## src/rtl/gcd_engine.sv

```systemverilog
// GCD engine with valid/ready handshakes. Each operation picks either
// subtract-and-swap Euclid or binary Stein, and reports the BUSY cycle count.
module gcd_engine #(
  parameter int unsigned WIDTH = 16,
  parameter int unsigned CYC_W = 16,
  parameter int unsigned KW    = 5
) (
  input  logic             clk,
  input  logic             reset,
  input  logic             in_valid,
  output logic             in_ready,
  input  logic [WIDTH-1:0] a_in,
  input  logic [WIDTH-1:0] b_in,
  input  logic             mode,
  output logic             out_valid,
  input  logic             out_ready,
  output logic [WIDTH-1:0] g_out,
  output logic [CYC_W-1:0] cycles_out,
  output logic             zero_err
);

  localparam logic [1:0] S_IDLE = 2'd0;
  localparam logic [1:0] S_BUSY = 2'd1;
  localparam logic [1:0] S_DONE = 2'd2;

  logic [1:0]       state_q, state_d;
  logic [WIDTH-1:0] a_q, a_d;
  logic [WIDTH-1:0] b_q, b_d;
  logic [KW-1:0]    k_q, k_d;
  logic [CYC_W-1:0] cnt_q, cnt_d;
  logic             mode_q, mode_d;
  logic             zerr_q, zerr_d;
  logic [WIDTH-1:0] result_q, result_d;
  logic [CYC_W-1:0] cyc_out_q, cyc_out_d;
  logic             zerr_out_q, zerr_out_d;
  logic             in_ready_q, in_ready_d;
  logic             out_valid_q, out_valid_d;

  logic [CYC_W-1:0] cnt_inc_c;
  logic             fin_c;

  // Saturating iteration counter: sticks at all-ones instead of wrapping.
  assign cnt_inc_c = (cnt_q == {CYC_W{1'b1}}) ? cnt_q : cnt_q + CYC_W'(1);

  always_ff @(posedge clk or posedge reset) begin
    if (reset) begin
      state_q     <= S_IDLE;
      a_q         <= '0;
      b_q         <= '0;
      k_q         <= '0;
      cnt_q       <= '0;
      mode_q      <= 1'b0;
      zerr_q      <= 1'b0;
      result_q    <= '0;
      cyc_out_q   <= '0;
      zerr_out_q  <= 1'b0;
      in_ready_q  <= 1'b1;
      out_valid_q <= 1'b0;
    end else begin
      state_q     <= state_d;
      a_q         <= a_d;
      b_q         <= b_d;
      k_q         <= k_d;
      cnt_q       <= cnt_d;
      mode_q      <= mode_d;
      zerr_q      <= zerr_d;
      result_q    <= result_d;
      cyc_out_q   <= cyc_out_d;
      zerr_out_q  <= zerr_out_d;
      in_ready_q  <= in_ready_d;
      out_valid_q <= out_valid_d;
    end
  end

  always_comb begin
    state_d     = state_q;
    a_d         = a_q;
    b_d         = b_q;
    k_d         = k_q;
    cnt_d       = cnt_q;
    mode_d      = mode_q;
    zerr_d      = zerr_q;
    result_d    = result_q;
    cyc_out_d   = cyc_out_q;
    zerr_out_d  = zerr_out_q;
    in_ready_d  = in_ready_q;
    out_valid_d = out_valid_q;
    fin_c       = 1'b0;

    case (state_q)
      S_IDLE: begin
        if (in_valid) begin
          a_d        = a_in;
          b_d        = b_in;
          mode_d     = mode;
          k_d        = '0;
          cnt_d      = '0;
          zerr_d     = (a_in == '0) && (b_in == '0);
          in_ready_d = 1'b0;
          state_d    = S_BUSY;
        end
      end

      S_BUSY: begin
        cnt_d = cnt_inc_c;
        if (!mode_q) begin
          if (b_q == '0) begin
            result_d = a_q;
            fin_c    = 1'b1;
          end else if (a_q < b_q) begin
            a_d = b_q;
            b_d = a_q;
          end else begin
            a_d = a_q - b_q;
          end
        end else begin
          // Stein: restore the common power of two on the terminating step.
          if (a_q == '0) begin
            result_d = b_q << k_q;
            fin_c    = 1'b1;
          end else if (b_q == '0) begin
            result_d = a_q << k_q;
            fin_c    = 1'b1;
          end else if (!a_q[0] && !b_q[0]) begin
            a_d = a_q >> 1;
            b_d = b_q >> 1;
            k_d = k_q + KW'(1);
          end else if (!a_q[0]) begin
            a_d = a_q >> 1;
          end else if (!b_q[0]) begin
            b_d = b_q >> 1;
          end else if (a_q >= b_q) begin
            a_d = (a_q - b_q) >> 1;
          end else begin
            b_d = (b_q - a_q) >> 1;
          end
        end
        if (fin_c) begin
          cyc_out_d   = cnt_inc_c;
          zerr_out_d  = zerr_q;
          out_valid_d = 1'b1;
          state_d     = S_DONE;
        end
      end

      S_DONE: begin
        if (out_ready) begin
          result_d    = '0;
          cyc_out_d   = '0;
          zerr_out_d  = 1'b0;
          out_valid_d = 1'b0;
          in_ready_d  = 1'b1;
          state_d     = S_IDLE;
        end
      end

      default: begin
        result_d    = '0;
        cyc_out_d   = '0;
        zerr_out_d  = 1'b0;
        out_valid_d = 1'b0;
        in_ready_d  = 1'b1;
        state_d     = S_IDLE;
      end
    endcase
  end

  assign in_ready   = in_ready_q;
  assign out_valid  = out_valid_q;
  assign g_out      = result_q;
  assign cycles_out = cyc_out_q;
  assign zero_err   = zerr_out_q;

endmodule

```

## config.mk

```make
export PLATFORM = sky130hd
export DESIGN_NAME = gcd_engine
export DESIGN_NICKNAME = d
export VERILOG_FILES = /design/src/rtl/gcd_engine.sv
export SDC_FILE = /design/constraint.sdc
export NUM_CORES = 1
export LEC_CHECK = 0
export BUFFER_PORTS_ARGS = -buffer_cell sky130_fd_sc_hd__buf_2
export CAP_MARGIN = 30
export CELL_PAD_IN_SITES_DETAIL_PLACEMENT = 0
export CELL_PAD_IN_SITES_GLOBAL_PLACEMENT = 2
export CORE_MARGIN = 1.5
export CORE_UTILIZATION = 33
export DETAILED_ROUTE_END_ITERATION = 7
export PLACE_DENSITY_LB_ADDON = 0.1
export SLEW_MARGIN = 5
export SYNTH_ARGS = -nofsm -noshare
export SYNTH_HDL_FRONTEND = slang
export SYNTH_SLANG_ARGS = --single-unit
```

## constraint.sdc

```tcl
create_clock -name clk -period 2.85 [get_ports clk]
set_clock_uncertainty 0.05 [all_clocks]
set_input_delay 0.285 -clock clk [delete_from_list [all_inputs] [get_ports clk]]
set_output_delay 0.285 -clock clk [all_outputs]
set_load 0.05 [all_outputs]
```

* Yosys cells after proc, flatten, opt, wreduce, memory -nomap -nowiden
Index checks and enable logic that the tools add are counted.
Word-level totals: register bits after elaboration 92, bits of input ports 37
Cells by class: $add $sub $neg 4, magnitude comparators 2, equal/unequal tests 20, shift operators 2, mux-type cells 55, bitwise operators 2, reductions and logical operators 21
Operators with widths (count):
- two-way mux 16 bit | 28
- one-hot mux 16 bit (2 select lines) | 3
- one-hot mux 16 bit (3 select lines) | 2
- logical NOT 16 bit | 4
- left shift 16 x 5 -> 16 bit | 2
- subtractor 16 bit | 2
- two-way mux 5 bit | 5
- inequality test 3 bit, second input constant | 6
- adder 16 x 1 -> 16 bit, second input constant | 1
- == test 16 bit, second input constant | 1
- >= comparator 16 bit | 1
- less-than comparator 16 bit | 1
- inequality test 2 bit, second input constant | 7
- AND reduction 7 bit | 2
- inequality test 6 bit, second input constant | 2
- one-hot mux 5 bit (2 select lines) | 1
- two-way mux 1 bit | 9
- one-hot mux 1 bit (3 select lines) | 3
- AND reduction 3 bit | 3
- AND reduction 8 bit | 1
- two-way mux 2 bit | 3
- one-hot mux 2 bit (3 select lines) | 1
- AND reduction 6 bit | 1
- adder 5 x 1 -> 5 bit, second input constant | 1
- 12 further kinds | 16

* Longest topological paths before layout
Gate-level depths: netlist of the first run.
word-level depth 9, mapped depth 13, depth with buffers taken out 11

* Least setup slack after synthesis of the first run
No wires, ideal clock.
path type flip-flop to flip-flop, start point reg a_q[0], end point reg a_q[10], library setup time 0.125 ns, arrival time 2.917 ns, setup slack -0.242 ns, stages on the path, launching flop included 11, clock period less this slack 3.092 ns, cell sequence dfrtp_1 > clkinv_1 > ha_1 > fa_1 > nand2b_1 > a21oi_1 > o21ai_1 > a31oi_2 > nor2_1 > a21oi_2 > mux2_2
Between the ends: longest elaborated chain between the ends 9
RTL lines:
- start: declaration | RTL line 27 | logic [WIDTH-1:0] a_q, a_d;
- start signal: assignment | RTL line 48 | a_q <= '0;
- start signal: assignment | RTL line 61 | a_q <= a_d;
- subtractor 16 bit | RTL line 114, 133
- two-way mux 16 bit | RTL line 132 | end else if (a_q >= b_q) begin
- two-way mux 16 bit | RTL line 130 | end else if (!b_q[0]) begin
- two-way mux 16 bit | RTL line 128 | end else if (!a_q[0]) begin
- two-way mux 16 bit | RTL line 124 | end else if (!a_q[0] && !b_q[0]) begin
- two-way mux 16 bit | RTL line 121 | end else if (b_q == '0) begin
- two-way mux 16 bit | RTL line 118 | if (a_q == '0) begin
- two-way mux 16 bit | RTL line 106 | if (!mode_q) begin
- one-hot mux 16 bit (2 select lines) | RTL line 90 | case (state_q)
Several ways; a longest one is shown, not always the timed one. The select of a mux whose other input is x is not followed. A chain may end at the register's enable or synchronous reset.

* Worst setup path after layout of the first run
start point reg a_q[1], end point reg b_q[10]
Between the ends: longest elaborated chain between the ends 9
RTL lines:
- subtractor 16 bit | RTL line 135 | b_d = (b_q - a_q) >> 1;
- two-way mux 16 bit | RTL line 132
- two-way mux 16 bit | RTL line 130
- two-way mux 16 bit | RTL line 128
- two-way mux 16 bit | RTL line 124
- two-way mux 16 bit | RTL line 121
- two-way mux 16 bit | RTL line 118
- two-way mux 16 bit | RTL line 106
- one-hot mux 16 bit (2 select lines) | RTL line 90
- end signal: assignment | RTL line 49 | b_q <= '0;
- end signal: assignment | RTL line 62 | b_q <= b_d;
- end: declaration | RTL line 28 | logic [WIDTH-1:0] b_q, b_d;
Several ways; a longest one is shown, not always the timed one. The select of a mux whose other input is x is not followed.

==> results.cfg, run 1 <==
[run_status]
outcome = completed

[critical_path]
cp_num_buf_inv = 1
cp_cell_sequence = inv_4, ha_4, nor2b_4, o31a_1, o41a_1, a311oi_2, or3_1, mux2_4, a211oi_2, o22ai_1
r2r-start = a_q[1]
r2r_setup_slack_ps = 30
crit_family = compound AO/OA/AOI/OAI gates
worstSetupPathDepth = 10
cp.required_ps = 3050
worstSetupEndpoint = b_q[10]
worst-path-max-fanout = 3
crit_slowest_cell = o41a_1
setup.worst_path.start_class = flip-flop
path_class = reg2reg
crit_path_max_incr_delay_ps = 490
arrival_ps = 3020
r2r-end = b_q[10]
end_kind = flip-flop
r2r_cells = 10
startpoint = a_q[1]

[clock_tree]
cts_tree = yes
clk_pin_slew_ps = 80
clock-sinks = 92
cts_inserted_buffers = 9
root_buffer = clkbuf_16
clkLatencyLatePin_ps = 360
htree_levels = 3
cts_buffer_depth = 2

[place]
portBuffers = 71
gp_congestion = 0.912
dp_slack_ps = -195
dpl.hpwl_um = 24800

[yosys]
synth.net_count = 1014
yosysWarningCount = 0
synth_fa_ha_area_share_pct = 6.30
synth_simple_gate_area_share_pct = 18.1
yosysSeqAreaShare_pct = 30.3
yosys.area.top_type_share_pct = 30.0
synth_area_mm2 = 0.00759
ys_top_cells_by_area = dfrtp_1 (30%), ha_1 (5.8%), o21ai_0 (5.4%)
synth_mux_area_share_pct = 6.08
synth.most_common_cell = nand2_1
synth_top_family_by_area = compound AO/OA/AOI/OAI gates
synth_compound_area_share_pct = 28.6
synth_top_area_cell = dfrtp_1
ys_seq_elements = 92
synth_edf_count = 0
ys_types = 77
synth-xor-area-share_pct = 4.27
synthFlopType = dfrtp_1
ys_async_sr_fraction_pct = 100
postSynthAreaPerCell_um2 = 8.08
syn_inst = 940
synthTopCellsByCount = nand2_1 (103), dfrtp_1 (91), o21ai_0 (82)

[global_route]
grt_pass1_vias = 7981
grt.overflow.total = 0
grt_max_degree = 32
track_usage_pct = 26.7
grt_pass1_wl_um = 48300
antenna_found_initial = 0

[power_and_ir_drop]
p_total_uw = 15100
power_density_mw_per_mm2 = 1510
irDropWorstVdd_mv = 0.609
leakage_uw = 0.00462

[route]
wirelength_um = 31300
ant_nets = 0
vias_per_cell = 5.67
drc_errors = 0
drt_pass1_iterations = 5
num_vias = 8107
post_drt_wl_per_cell_um = 21.8
drtIter0Drc = 564

[die]
core_area_mm2 = 0.0226
die-area_mm2 = 0.0239
initial_utilization_pct = 33.5
die_h_um = 155
placementRows = 55
die_x_um = 155
io_pins = 72

[sta]
max_slew_margin_pct = 42.3
max_freq_ghz = 0.354
fin_ws_ps = 25.9
finalHoldViolations = 0
rsz0062_at_grt = yes
setup_viol = 0
tightest_slew_ps = 858
period_needed_ps = 2820
final.period_utilization_pct = 99.1
slew_violations = 0
timing.hold.ws_ps = 123

[layout]
multiInputGateArea_mm2 = 0.00506
n_fill_cell = 2336
nNetsFinal = 1215
syn_to_final_growth_pct = 32.1
diodes = 0
regArea_mm2 = 0.00231
drive_above_1_share_pct = 29.7
final_core_util_pct = 44.3

[run]
drv_cap = 0

[min_path]
hp-class = in2reg
hold_depth = 2
through the flow:
stage          cells  instance area (um^2)  TNS (ps)
2_1_floorplan    940                  7600     -50.4
3_3_place_gp    1396                  9290      -952
6_report        1431                 10000         0
3_5_place_dp    1397                  9310     -1180
4_1_cts         1419                  9720         0
5_1_grt         1431                 10000      -382
power breakdown:
part	switching [uW]	total, uW	internal (uW)
Clock	659	1280	625
Combinational	6430	11700	5230
Sequential	463	2200	1740
registers in the layout, summed over array words and instances, names as in the netlist:
signal / count
a_q: 16
b_q: 16
cnt_q: 16
cycles_out: 16
g_out: 16
k_q: 5
state_q: 2
in_ready: 1
mode_q: 1
out_valid: 1
zero_err: 1
zerr_q: 1
cell families (layout without fill, tap and decap cells):
kind of cell	Yosys count	in the layout
adder cells (fa/ha/maj)	37	37
XOR/XNOR	37	37
AND/OR/NAND/NOR	292	292
flip-flops	92	92
AO/OA/AOI/OAI	331	331
multiplexers	41	41
buffers and inverters	110	316
timing repair:
action | in CTS | in global routing
hold buffers | 1 | 0
gates cloned | 0 | 1
endpoints found under the setup margin | 25 | 37
pin swaps | 6 | 35
endpoints found under the hold margin | 13 | 0
gates resized for setup | 14 | 53
setup buffers | 5 | 11
metal layers:
layer | global-route usage, % | wire [um] | vias up
li1 | - | - | 3873
met4 | 10.6 | 973 | 0
met3 | 2.86 | 1220 | 48
met1 | 35.8 | 14300 | 3966
met5 | 0 | 0 | -
met2 | 44.0 | 14700 | 220
worst reg2reg max path, cell delays in order (launching register included):
cell and delay (ps):
dfrtp_2 430, inv_4 80, ha_4 200, nor2b_4 120, o31a_1 320, o41a_1 490, a311oi_2 320, or3_1 170
mux2_4 310, a211oi_2 150, o22ai_1 90
placed cells by master, fill, tap and decap left out, types with 7 or more instances in the layout:
master	instances
a211oi_1	9
a21o_1	16
a21oi_1	74
a222oi_1	7
a22oi_1	15
a31oi_1	15
buf_2	71
buf_4	170
clkbuf_16	10
dfrtp_1	84
dfrtp_2	7
ha_1	27
inv_1	42
mux2_2	9
mux2i_1	27
nand2_1	103
nand3_1	22
nand4_1	9
nor2_1	69
nor3_1	12
nor4_1	20
o211ai_1	11
o21a_1	11
o21ai_0	74
o21ai_1	12
o22ai_1	11
o31ai_1	8
or3_1	10
xnor2_1	21
xor2_1	16
area by class of cell:
type | count | area share, %
Clock buffer | 9 | 2.25
Sequential cell | 92 | 23.1
Clock inverter | 7 | 0.799
Multi-Input combinational cell | 738 | 50.5
Timing Repair Buffer | 252 | 18.0
Tap cell | 285 | 3.56
Inverter | 48 | 1.88
how the worst min path moves through the flow:
stage,startpoint,end
final,mode,mode_q
after CTS,mode,mode_q
after detailed placement,reset,a_q[5]
after floorplan,out_ready,in_ready
after global routing,mode,mode_q
after global placement,cycles_out[2],cycles_out[2]
(Power assumes the default switching activity.)
==> inputs of run 2 (changes only) <==
--- a/config.mk
+++ b/config.mk
@@ -10,7 +10,7 @@
 export CELL_PAD_IN_SITES_DETAIL_PLACEMENT = 0
 export CELL_PAD_IN_SITES_GLOBAL_PLACEMENT = 2
 export CORE_MARGIN = 1.5
-export CORE_UTILIZATION = 33
+export CORE_UTILIZATION = 36
 export DETAILED_ROUTE_END_ITERATION = 7
 export PLACE_DENSITY_LB_ADDON = 0.1
 export SLEW_MARGIN = 5
==> constraint.sdc (replaced) <==
create_clock -name clk -period 2.65 [get_ports clk]
set_clock_uncertainty 0.05 [all_clocks]
set_input_delay 0.265 -clock clk [delete_from_list [all_inputs] [get_ports clk]]
set_output_delay 0.265 -clock clk [all_outputs]
set_load 0.05 [all_outputs]
==> run 2 against run 1 <==
Sequential power is 12% higher. Non-clock buffer count grew 54. Final cell count increased by 2.7%. Combinational power rose by 33%. Sequential share of layout area is 2.2 points lower. Critical path depth grew 1. The flow now finishes with violations (setup timing). First-iteration DRC count up 4.4%. Register-to-register slack got worse by 140 ps. Largest cell class unchanged. Clock power rose by 5%. Count of clock-buffer cells in the layout is the same. Routed wire length up 2.8%. Critical endpoint is now a_q[6].
==> results.cfg, run 2 (synthesis results as in run 1) <==
[min_path]
hp-class = in2async

[layout]
diodes = 0
nNetsFinal = 1269
layout_common_cells = buf_4 (201), nand2_1 (99), dfrtp_1 (82), buf_2 (71)
mostFrequentLayoutCell = buf_4
stdcell_count = 1470
syn_to_final_growth_pct = 46.1
drive_above_1_share_pct = 39.6

[critical_path]
worst-path-max-fanout = 7
end_kind = flip-flop
cp.required_ps = 2830
arrival_ps = 2940
setup.worst_path.start_class = flip-flop
path_class = reg2reg

[die]
die_h_um = 148
initial_utilization_pct = 37.2
io_pins = 72
die-area_mm2 = 0.0220
die_x_um = 148
placementRows = 52
core_area_mm2 = 0.0204

[sta]
setup_viol = 12
fin_ws_ps = -111
final.period_utilization_pct = 104
period_needed_ps = 2760
tightest_slew_ps = 855
max_freq_ghz = 0.362
rsz0062_at_grt = yes
slew_violations = 0
finalHoldViolations = 0
max_slew_margin_pct = 42.9

[place]
dp.cells = 1418
gp_congestion = 0.994
dpl.hpwl_um = 24500
portBuffers = 71
dp_slack_ps = -461

[global_route]
antenna_found_initial = 0
grt_pass1_wl_um = 47300
grt_max_degree = 36
grt.overflow.total = 0
grt_pass1_vias = 8323
track_usage_pct = 28.3

[run]
drv_cap = 0

[route]
ant_nets = 0
drc_errors = 0
drt_pass1_iterations = 5
vias_per_cell = 5.82
post_drt_wl_per_cell_um = 21.9
drtIter0Drc = 589
wirelength_um = 32100
num_vias = 8555

[power_and_ir_drop]
leakage_uw = 0.00503
power_density_mw_per_mm2 = 1750
irDropWorstVdd_mv = 0.780
p_total_uw = 19400

[clock_tree]
cts_buffer_depth = 2
clock-sinks = 92
htree_levels = 3
cts_tree = yes
clk_pin_slew_ps = 80
root_buffer = clkbuf_16
clkLatencyLatePin_ps = 360
cts_hold_buffers = 0
cts_inserted_buffers = 9

[run_status]
violations = setup timing
outcome = complete, but fails checks
## run 2: cell count changes in the layout (fill, tap and decap cells not counted), sizes merged
cell	previous run	this run
clkinv	4	2
clkinvlp	2	3
clkbuf	10	13
dlygate4sd3	1	0
inv	49	50
buf	250	302
## run 2: worst paths after layout
| kind | from | cells after the start | slack, ps | to |
|---|---|---|---|---|
| worst max-delay path | b_q[1] | 11 | -110 | a_q[6] |
| max in group asynchronous | reset | 3 | 1800 | in_ready |
| worst max register to register | b_q[1] | 11 | -110 | a_q[6] |
| worst min-delay path | reset | 2 | 20 | g_out[2] |
| min in group clk | b_in[3] | 3 | 110 | b_q[3] |
| worst min register to register | g_out[0] | 2 | 420 | g_out[0] |
## run 2: what timing repair did
item | 4_1_cts | 5_1_grt
pin swaps | 24 | 53
gates resized for setup | 61 | 128
endpoints found under the setup margin | 31 | 65
setup buffers | 6 | 28
cloned | 0 | 5
## run 2: final cells by class
type / count / area, um^2
repair buffers: 306 / 2380
multi-input cells: 738 / 5580
inverters: 48 / 189
clock buffers: 9 / 225
flip-flops and latches: 92 / 2310
fillers: 1910 / 9340
well taps: 270 / 338
clock inverters: 7 / 68.8
## run 2: critical path: stages (launching register included)
cell	delay (ps)
dfrtp_1	450
buf_6	170
fa_2	350
nand2b_4	150
a21oi_4	190
a21oi_4	100
o31ai_4	240
buf_6	150
buf_12	110
mux2_4	290
a222oi_1	260
o21ai_1	120
## run 2: through the flow
stage	utilization, %	instance area [um^2]	setup TNS (ps)	hold slack [ps]
finish	54.3	11100	-595	16.0
global route	54.3	11100	-2330	57.0
CTS	49.8	10200	-389	30.4
detailed placement	47.2	9640	-5940	415
global placement	47.2	9640	-4530	411
floorplan	-	7680	-2900	353
## run 2: layer usage
layer  GRT usage, %  vias up  wire length (um)  share of wire [%]
li1               -     3979                 -                  -
met5              0        -                 0                  0
met4           10.8        0              1090                3.4
met1           36.6     4190             13800                 43
met3           3.07       62              1710                5.3
met2           48.5      324             15600                 48
## run 2: power breakdown
part           total [uW]  internal (uW)  leakage, uW  switching [uW]
clock                1350            664     0.000138             683
sequential           2470           1870      0.00114             597
combinational       15600           7540      0.00375            8050
total               19400          10100      0.00503            9330
==> inputs of run 3 (changes only) <==
--- a/config.mk
+++ b/config.mk
@@ -10,7 +10,7 @@
 export CELL_PAD_IN_SITES_DETAIL_PLACEMENT = 0
 export CELL_PAD_IN_SITES_GLOBAL_PLACEMENT = 2
 export CORE_MARGIN = 1.5
-export CORE_UTILIZATION = 36
+export CORE_UTILIZATION = 35
 export DETAILED_ROUTE_END_ITERATION = 7
 export PLACE_DENSITY_LB_ADDON = 0.1
 export SLEW_MARGIN = 5
==> constraint.sdc (replaced) <==
create_clock -name clk -period 2.65 [get_ports clk]
set_clock_uncertainty 0.05 [all_clocks]
set_input_delay 0.3975 -clock clk [delete_from_list [all_inputs] [get_ports clk]]
set_output_delay 0.3975 -clock clk [all_outputs]
set_load 0.05 [all_outputs]
==> run 3 against run 2 <==
The flow still finishes with violations (setup timing). Non-clock buffer count rose by 17. First-iteration DRC count fell by 9.0%. Setup slack got worse by 51 ps. Routed wire length fell by 3.3%. Core utilization fell by 2.5 points. Critical path type unchanged.
==> results.cfg, run 3 (synthesis results as in run 1) <==
[layout]
design_area_mm2 = 0.0110
nNetsFinal = 1286
mostFrequentLayoutCell = buf_4
regArea_mm2 = 0.00231
layout_common_cells = buf_4 (232), nand2_1 (103), dfrtp_1 (86), buf_2 (71), a21oi_1 (66)
syn_to_final_growth_pct = 44.3
multiInputGateArea_mm2 = 0.00544
stdcell_count = 1492
final_core_util_pct = 51.8
diodes = 0
drive_above_1_share_pct = 38.4
n_fill_cell = 2064

[route]
vias_per_cell = 5.61
ant_nets = 0
wirelength_um = 31100
drc_errors = 0
post_drt_wl_per_cell_um = 20.8
drtIter0Drc = 536
num_vias = 8370
drt_pass1_iterations = 7

[sta]
setup_viol = 20
max_freq_ghz = 0.356
slew_violations = 0
fin_ws_ps = -162
final.period_utilization_pct = 106
rsz0062_at_grt = yes
finalSetupTns_ps = -1410
max_slew_margin_pct = 44.3
tightest_slew_ps = 836
finalHoldViolations = 0
period_needed_ps = 2810

[critical_path]
cp_num_buf_inv = 4
arrival_ps = 3000
end_kind = flip-flop
crit_slowest_cell = dfrtp_2
cp.required_ps = 2840
r2r-start = a_q[0]
crit_path_max_incr_delay_ps = 410
r2r_cells = 13
r2r_setup_slack_ps = -160
r2r-end = b_q[4]
cp_cell_sequence = clkinv_4, ha_4, fa_2, nand2b_4, a21oi_4, a21oi_4, o31ai_4, buf_4, a21oi_2, o21a_4, buf_8, buf_4, o22a_1
crit_family = compound AO/OA/AOI/OAI gates
setup.worst_path.start_class = flip-flop
worst-path-max-fanout = 6
path_class = reg2reg

[clock_tree]
htree_levels = 3
clk_pin_slew_ps = 70
cts_buffer_depth = 2
clock-sinks = 92
root_buffer = clkbuf_16
cts_tree = yes
clkLatencyLatePin_ps = 350
cts_inserted_buffers = 9

[die]
die_x_um = 150
io_pins = 72
initial_utilization_pct = 35.9
die_h_um = 150
core_area_mm2 = 0.0212
die-area_mm2 = 0.0226
placementRows = 53

[place]
place_area_mm2 = 0.00977
dp_slack_ps = -252
dpl.hpwl_um = 24000
gp_congestion = 0.897
portBuffers = 71
dp.cells = 1446

[run]
drv_cap = 0

[global_route]
antenna_found_initial = 1
track_usage_pct = 27.8
grt_max_degree = 44
grt_pass1_wl_um = 47400
grt.overflow.total = 0
grt_pass1_vias = 8255

[power_and_ir_drop]
power_density_mw_per_mm2 = 1710
leakage_uw = 0.00503
irDropWorstVdd_mv = 0.839

[min_path]
hp-class = in2async

[run_status]
outcome = complete, but fails checks
violations = setup timing
## run 3: cell count changes in the layout (fill, tap and decap cells not counted), sizes merged
cell / before / now
clkinvlp: 3 / 2
inv: 50 / 49
clkbuf: 13 / 11
clkinv: 2 / 3
buf: 302 / 322
## run 3: worst max path at each step
stage	startpoint	end	cells after the start
floorplan	a_q[0]	b_q[2]	12
global placement	a_q[0]	b_q[9]	12
detailed placement	a_q[0]	a_q[14]	11
CTS	a_q[0]	a_q[6]	11
global route	b_q[0]	b_q[7]	13
finish	a_q[0]	b_q[4]	13
## run 3: area by class of cell
type / count / share of cell area [%]
Multi-Input combinational cell: 738 / 49.7
Timing Repair Buffer: 323 / 21.7
Sequential cell: 92 / 21.1
Tap cell: 275 / 3.14
Clock buffer: 10 / 2.18
Inverter: 48 / 1.72
Clock inverter: 6 / 0.491
## run 3: metrics by stage
| step | hold WS (ps) | total power, uW |
|---|---|---|
| final | 26.5 | 18700 |
| after global routing | 54.8 | 19900 |
| after CTS | 44.8 | 17300 |
| after detailed placement | 416 | 14800 |
| after global placement | 406 | 14800 |
| after floorplan | 412 | 9370 |
## run 3: power by group
| part | internal (uW) | switching [uW] | leakage [uW] | total (uW) |
|---|---|---|---|---|
| Sequential | 1870 | 507 | 0.00115 | 2380 |
| Clock | 681 | 649 | 0.000142 | 1330 |
| Combinational | 7290 | 7750 | 0.00374 | 15000 |
| Total | 9830 | 8900 | 0.00503 | 18700 |
## run 3: layer usage
| metal | GRT usage, % | share of wire, % | up-vias |
|---|---|---|---|
| li1 | - | - | 4017 |
| met1 | 37.5 | 45 | 4015 |
| met2 | 45.9 | 47 | 276 |
| met3 | 2.82 | 4.9 | 60 |
| met4 | 10.0 | 3.3 | 2 |
| met5 | 0 | 0.042 | - |
## run 3: repair_timing
action	CTS	global route
cloned	2	1
gates resized for setup	73	73
setup buffers	16	13
setup endpoints to repair	51	36
hold buffers	0	0
pin swaps	28	36
